## src/rtl/load_store_unit.sv

```systemverilog
// load_store_unit: bridges the execute stage to the d_cache CPU-side port.
// Accepts one load/store at a time, drives word-aligned address, lane-shifted
// write data and byte strobes, and returns extended load data or an error
// flag as a one-cycle response pulse. All d_cache-facing outputs are registers.
module load_store_unit #(
  parameter int TIMEOUT_CYCLES = 1024
) (
  input  logic        clk,
  input  logic        reset,
  input  logic        req_valid,
  output logic        req_ready,
  input  logic        req_wen,
  input  logic [2:0]  req_funct3,
  input  logic [31:0] req_addr,
  input  logic [31:0] req_wdata,
  output logic        resp_valid,
  output logic [31:0] resp_rdata,
  output logic        resp_misaligned,
  output logic        resp_fault,
  output logic [31:0] addr,
  output logic        mem_ren,
  output logic        mem_wen,
  output logic [31:0] data_in,
  output logic [3:0]  data_in_strb,
  input  logic [31:0] data_out,
  input  logic        data_read_valid,
  input  logic        data_write_ready
);

  localparam int CW = $clog2(TIMEOUT_CYCLES + 1);

  typedef enum logic [1:0] {
    IDLE  = 2'd0,
    ISSUE = 2'd1,
    WAIT  = 2'd2,
    RESP  = 2'd3
  } state_t;

  state_t        state, state_next;
  logic [2:0]    op_funct3, op_funct3_next;
  logic          op_wen, op_wen_next;
  logic [1:0]    op_off, op_off_next;
  logic [CW-1:0] count, count_next;
  logic [31:0]   pend_rdata, pend_rdata_next;
  logic          pend_mis, pend_mis_next;
  logic          pend_fault, pend_fault_next;
  logic [31:0]   addr_next, data_in_next, resp_rdata_next;
  logic [3:0]    strb_next;
  logic          ren_next, wen_next;
  logic          resp_valid_next, resp_mis_next, resp_fault_next;
  logic          done;

  // Illegal funct3 for the direction, or address not aligned to the access size.
  function automatic logic is_bad(input logic wen, input logic [2:0] f3, input logic [1:0] off);
    logic bad;
    case (f3)
      3'b000:  bad = 1'b0;
      3'b001:  bad = off[0];
      3'b010:  bad = (off != 2'b00);
      3'b100:  bad = wen;
      3'b101:  bad = wen | off[0];
      default: bad = 1'b1;
    endcase
    return bad;
  endfunction

  // Shift the read word down to the addressed lane and sign/zero-extend.
  function automatic logic [31:0] extend(input logic [2:0] f3, input logic [1:0] off,
                                         input logic [31:0] word);
    logic [31:0] sh;
    logic [31:0] res;
    sh = word >> {off, 3'b000};
    case (f3)
      3'b000:  res = {{24{sh[7]}}, sh[7:0]};
      3'b001:  res = {{16{sh[15]}}, sh[15:0]};
      3'b010:  res = word;
      3'b100:  res = {24'h000000, sh[7:0]};
      3'b101:  res = {16'h0000, sh[15:0]};
      default: res = 32'h0000_0000;
    endcase
    return res;
  endfunction

  assign req_ready = (state == IDLE) && !reset;
  assign done      = op_wen ? data_write_ready : data_read_valid;

  // Next-state and next-register values; everything holds unless a state changes it.
  always_comb begin
    state_next      = state;
    op_funct3_next  = op_funct3;
    op_wen_next     = op_wen;
    op_off_next     = op_off;
    count_next      = count;
    pend_rdata_next = pend_rdata;
    pend_mis_next   = pend_mis;
    pend_fault_next = pend_fault;
    addr_next       = addr;
    data_in_next    = data_in;
    strb_next       = data_in_strb;
    ren_next        = mem_ren;
    wen_next        = mem_wen;
    resp_valid_next = 1'b0;
    resp_rdata_next = 32'h0000_0000;
    resp_mis_next   = 1'b0;
    resp_fault_next = 1'b0;
    case (state)
      IDLE: begin
        if (req_valid) begin
          op_funct3_next  = req_funct3;
          op_wen_next     = req_wen;
          op_off_next     = req_addr[1:0];
          addr_next       = {req_addr[31:2], 2'b00};
          pend_rdata_next = 32'h0000_0000;
          pend_fault_next = 1'b0;
          if (is_bad(req_wen, req_funct3, req_addr[1:0])) begin
            pend_mis_next = 1'b1;
            state_next    = RESP;
          end else begin
            pend_mis_next = 1'b0;
            ren_next      = !req_wen;
            wen_next      = req_wen;
            state_next    = ISSUE;
            if (req_wen) begin
              case (req_funct3[1:0])
                2'b00: begin
                  strb_next    = 4'b0001 << req_addr[1:0];
                  data_in_next = {4{req_wdata[7:0]}};
                end
                2'b01: begin
                  strb_next    = 4'b0011 << req_addr[1:0];
                  data_in_next = {2{req_wdata[15:0]}};
                end
                default: begin
                  strb_next    = 4'b1111;
                  data_in_next = req_wdata;
                end
              endcase
            end else begin
              strb_next    = 4'b0000;
              data_in_next = 32'h0000_0000;
            end
          end
        end else begin
          state_next = IDLE;
        end
      end
      ISSUE: begin
        // The completion inputs may still show a stale level here, so they are not looked at.
        count_next = '0;
        state_next = WAIT;
      end
      WAIT: begin
        if (done) begin
          ren_next        = 1'b0;
          wen_next        = 1'b0;
          pend_rdata_next = op_wen ? 32'h0000_0000 : extend(op_funct3, op_off, data_out);
          state_next      = RESP;
        end else if (count == CW'(TIMEOUT_CYCLES - 1)) begin
          ren_next        = 1'b0;
          wen_next        = 1'b0;
          pend_rdata_next = 32'h0000_0000;
          pend_fault_next = 1'b1;
          state_next      = RESP;
        end else begin
          count_next = count + CW'(1);
        end
      end
      RESP: begin
        resp_valid_next = 1'b1;
        resp_rdata_next = pend_rdata;
        resp_mis_next   = pend_mis;
        resp_fault_next = pend_fault;
        state_next      = IDLE;
      end
      default: begin
        state_next = IDLE;
        ren_next   = 1'b0;
        wen_next   = 1'b0;
      end
    endcase
  end

  // State and output registers with synchronous reset.
  always_ff @(posedge clk) begin
    if (reset) begin
      state           <= IDLE;
      op_funct3       <= 3'b000;
      op_wen          <= 1'b0;
      op_off          <= 2'b00;
      count           <= '0;
      pend_rdata      <= 32'h0000_0000;
      pend_mis        <= 1'b0;
      pend_fault      <= 1'b0;
      addr            <= 32'h0000_0000;
      data_in         <= 32'h0000_0000;
      data_in_strb    <= 4'b0000;
      mem_ren         <= 1'b0;
      mem_wen         <= 1'b0;
      resp_valid      <= 1'b0;
      resp_rdata      <= 32'h0000_0000;
      resp_misaligned <= 1'b0;
      resp_fault      <= 1'b0;
    end else begin
      state           <= state_next;
      op_funct3       <= op_funct3_next;
      op_wen          <= op_wen_next;
      op_off          <= op_off_next;
      count           <= count_next;
      pend_rdata      <= pend_rdata_next;
      pend_mis        <= pend_mis_next;
      pend_fault      <= pend_fault_next;
      addr            <= addr_next;
      data_in         <= data_in_next;
      data_in_strb    <= strb_next;
      mem_ren         <= ren_next;
      mem_wen         <= wen_next;
      resp_valid      <= resp_valid_next;
      resp_rdata      <= resp_rdata_next;
      resp_misaligned <= resp_mis_next;
      resp_fault      <= resp_fault_next;
    end
  end

endmodule

```

## config.mk

```make
export PLATFORM = sky130hd
export DESIGN_NAME = load_store_unit
export DESIGN_NICKNAME = d
export VERILOG_FILES = /design/src/rtl/load_store_unit.sv
export SDC_FILE = /design/constraint.sdc
export NUM_CORES = 1
export LEC_CHECK = 0
export ABC_AREA = 1
export CORE_UTILIZATION = 51
export CTS_CLUSTER_DIAMETER = 150
export DETAILED_ROUTE_END_ITERATION = 16
export PLACE_DENSITY = 0.84
export SYNTH_ARGS = -nofsm -noshare
export SYNTH_HDL_FRONTEND = slang
export SYNTH_SLANG_ARGS = --single-unit
```

## constraint.sdc

```tcl
create_clock -name clk -period 2.63 [get_ports clk]
set_input_delay 0.526 -clock clk [delete_from_list [all_inputs] [get_ports clk]]
set_output_delay 0.526 -clock clk [all_outputs]
set_load 0.01 [all_outputs]
```

==> results.json <==
{
  "outcome": "finished clean",
  "cts_hold_buf": 0,
  "htree_levels": 4,
  "finalWirelength_um": 19700,
  "die_w_um": 120,
  "core_sq_um": 13300,
  "grt_antenna_before_repair": 0,
  "r2r-end": "pend_rdata[12]$_SDFFE_PP0P_",
  "synthCells": 1069,
  "hold_viol_final": 0,
  "yosys_most_used_dff": "dfxtp_1",
  "cp.arrival_ns": 1.75,
  "cts_inserted_buffers": 17,
  "grt_pass1_vias": 6921,
  "hold_path_class": "flip-flop to flip-flop",
  "hold_ws_ns": 0.435,
  "yosysUniqueCellTypes": 31,
  "grt.met1_usage_pct": 33.9,
  "synth_edf_count": 0,
  "max_stage_delay_ns": 0.56,
  "use_met2_pct": 46.8,
  "vias": 7421,
  "syn_area_sq_um": 7060,
  "track_usage_pct": 28.4,
  "clk_latency_ns": 0.42,
  "fin_crit_sh_pct": 86.6,
  "hold_path_end": "resp_rdata[28]$_SDFF_PP0_",
  "start_kind": "flip-flop",
  "io_buffers": 208,
  "grt_pass1_wl_um": 32700,
  "antennaDiodeCount": 0,
  "cts_setup_buffers": 0,
  "rr_worst_depth": 10,
  "yosysSeqAreaShare_pct": 44.3,
  "grt_max_degree": 70,
  "drive_above_1_share_pct": 5.39,
  "wire_per_inst_um": 13.7,
  "period_needed_ns": 2.28,
  "place_ws_ns": 0.225,
  "syn_avg_cell_area_sq_um": 6.60,
  "ant_nets": 0,
  "fin_nets": 1358,
  "slowest_stage": "clkdlybuf4s50_1",
  "worstHoldStart": "pend_rdata[28]$_SDFFE_PP0P_",
  "drt-initial-drc-count": 647,
  "rrSetupSlack_ns": 0.63,
  "row_count": 42,
  "post_cts_resized": 0,
  "tightest_slew_ns": 0.765,
  "grt-busiest-layer": "met2",
  "overflow": 0,
  "grt_use_met3_pct": 9.32,
  "post-dp-hpwl_um": 13500,
  "cts-root-buf": "clkbuf_16",
  "die_area_sq_um": 14300,
  "setup-tns-final_ns": 0,
  "clkSinkCount": 156,
  "synthToLayoutAreaGrowth_pct": 38.0,
  "crit_chain": "inv_1 -> ha_1 -> inv_1 -> nor2_1 -> clkdlybuf4s50_1",
  "drc": 0,
  "path_clk_slew_ns": 0.06,
  "critPathKind": "flip-flop to output port",
  "synthArstFlopShare_pct": 0,
  "irDropWorstVdd_mv": 0.432,
  "cellPowerDensity_nw_per_um2": 699,
  "worstHoldPathCells": 2,
  "via_per_inst": 5.16,
  "synth_top_area_share_pct": 44.3,
  "p_leak_uw": 0.00413,
  "r2r-start": "count[0]$_SDFFE_PP0P_",
  "io_pins": 211,
  "synth-seq-cells": 156,
  "dr.pass1.iters": 5,
  "yosysWarningCount": 0,
  "cp_common_cell": "inv_1",
  "gp_congestion": 0.922,
  "die_y_um": 120,
  "grt_setup_unrepaired": "false",
  "fmax_ghz": 0.439,
  "slew_headroom_pct": 49.0,
  "cap_violations": 0,
  "layout_setup_ws_ns": 0.351,
  "cts_tree": "yes",
  "synth.area.top_cells": "dfxtp_1 44%, nand2_1 18%, nor2_1 9.7%",
  "max-clock-path-buffers": 2,
  "cp_max_fo": 4,
  "required_ns": 2.10,
  "initial_core_util_pct": 52.9,
  "finalMaxSlewViolations": 0,
  "setup_viol": 0,
  "synth_top_cell_by_area": "dfxtp_1",
  "cp-end-kind": "output port",
  "fin_worst_skew_ns": 0.00706
}
==> critical path, delay by kind of cell (launching register included) <==
family	cells	cell delay [ns]
fa+ha+maj	1	0.17
flops	1	0.34
simple gates	1	0.11
buf+inv	3	0.72
==> layout make-up <==
class / instances / area (sq um)
inverter: 86 / 325
clock buffer: 21 / 460
clock inverter: 11 / 119
sequential: 156 / 3120
tap: 176 / 220
multi-input combinational: 763 / 3280
fill: 1087 / 3610
timing repair buffer: 224 / 2210
==> cell usage in the layout (no fill, tap or decap), types with 2 or more instances in the layout <==
master / netlist / routed
conb_1: 1 / 2
o22ai_1: 6 / 6
nand2_2: 4 / 4
buf_4: 8 / 15
clkinvlp_4: 0 / 4
nand2_1: 339 / 339
inv_1: 78 / 78
o211ai_1: 8 / 8
dfxtp_1: 156 / 156
nor3_1: 2 / 2
clkbuf_16: 0 / 17
nor2_2: 2 / 2
a21oi_1: 60 / 59
clkbuf_1: 29 / 2
o21ai_0: 77 / 77
clkdlybuf4s50_1: 0 / 207
o21ai_1: 4 / 4
bufinv_16: 0 / 2
ha_1: 5 / 5
inv_2: 7 / 7
or2_2: 2 / 2
nand3_1: 62 / 62
clkinv_2: 0 / 4
clkbuf_8: 0 / 2
nor2_1: 182 / 182
==> state kept, by name (all words and copies together), names as in the netlist, 2 cells and up <==
register and cells:
data_in 32, pend_rdata 32, resp_rdata 32, addr 30, count 11, data_in_strb 4
op_funct3 3, op_off 2, state 2
==> cells in the mapped netlist, types with 4 or more instances <==
master,count
a21oi_1,60
buf_2,22
buf_4,8
buf_6,4
clkbuf_1,29
dfxtp_1,156
ha_1,5
inv_1,78
inv_2,7
nand2_1,339
nand2_2,4
nand3_1,62
nor2_1,182
o211ai_1,8
o21ai_0,77
o21ai_1,4
o22ai_1,6
==> logic make-up after synthesis <==
| family | count (synthesis) | synth area share, % |
|---|---|---|
| other | 1 | 0.0531 |
| AO/OA/AOI/OAI | 157 | 11.6 |
| flip-flops | 156 | 44.3 |
| AND/OR/NAND/NOR | 599 | 33.9 |
| adder cells (fa/ha/maj) | 5 | 0.887 |
| buffers and inverters | 151 | 9.31 |
==> layer usage <==
metal	vias up	part of all wire, %
met5	-	0
met4	0	3.1
met3	56	9.9
met2	310	46
met1	3378	41
li1	3677	-
==> how the worst max path moves through the flow <==
stage               slack (ns)                        to             startpoint
floorplan                 0.97                 req_ready                  reset
global placement          0.30   data_in[3]$_SDFFE_PP0P_          req_funct3[1]
detailed placement        0.23  data_in[30]$_SDFFE_PP0P_          req_funct3[1]
CTS                       0.33                 req_ready  state[0]$_SDFFE_PP0N_
global route              0.27                 req_ready  state[0]$_SDFFE_PP0N_
finish                    0.35                 req_ready  state[0]$_SDFFE_PP0N_
==> power by group <==
part / switching (uW) / total [uW] / internal [uW]
sequential: 107 / 2700 / 2590
clock: 959 / 2400 / 1440
combinational: 1010 / 1720 / 711
total: 2070 / 6810 / 4740
==> through the flow <==
step	utilization [%]	instance area, sq um	std cells	power (uW)
6_report	73.0	9740	1437	6810
3_3_place_gp	68.6	9160	1405	4400
5_1_grt	73.0	9740	1437	7190
2_1_floorplan	-	7060	1070	3850
4_1_cts	73.0	9740	1437	6840
3_5_place_dp	68.6	9160	1405	4440
Note: power is estimated with default switching activity, not from simulation.
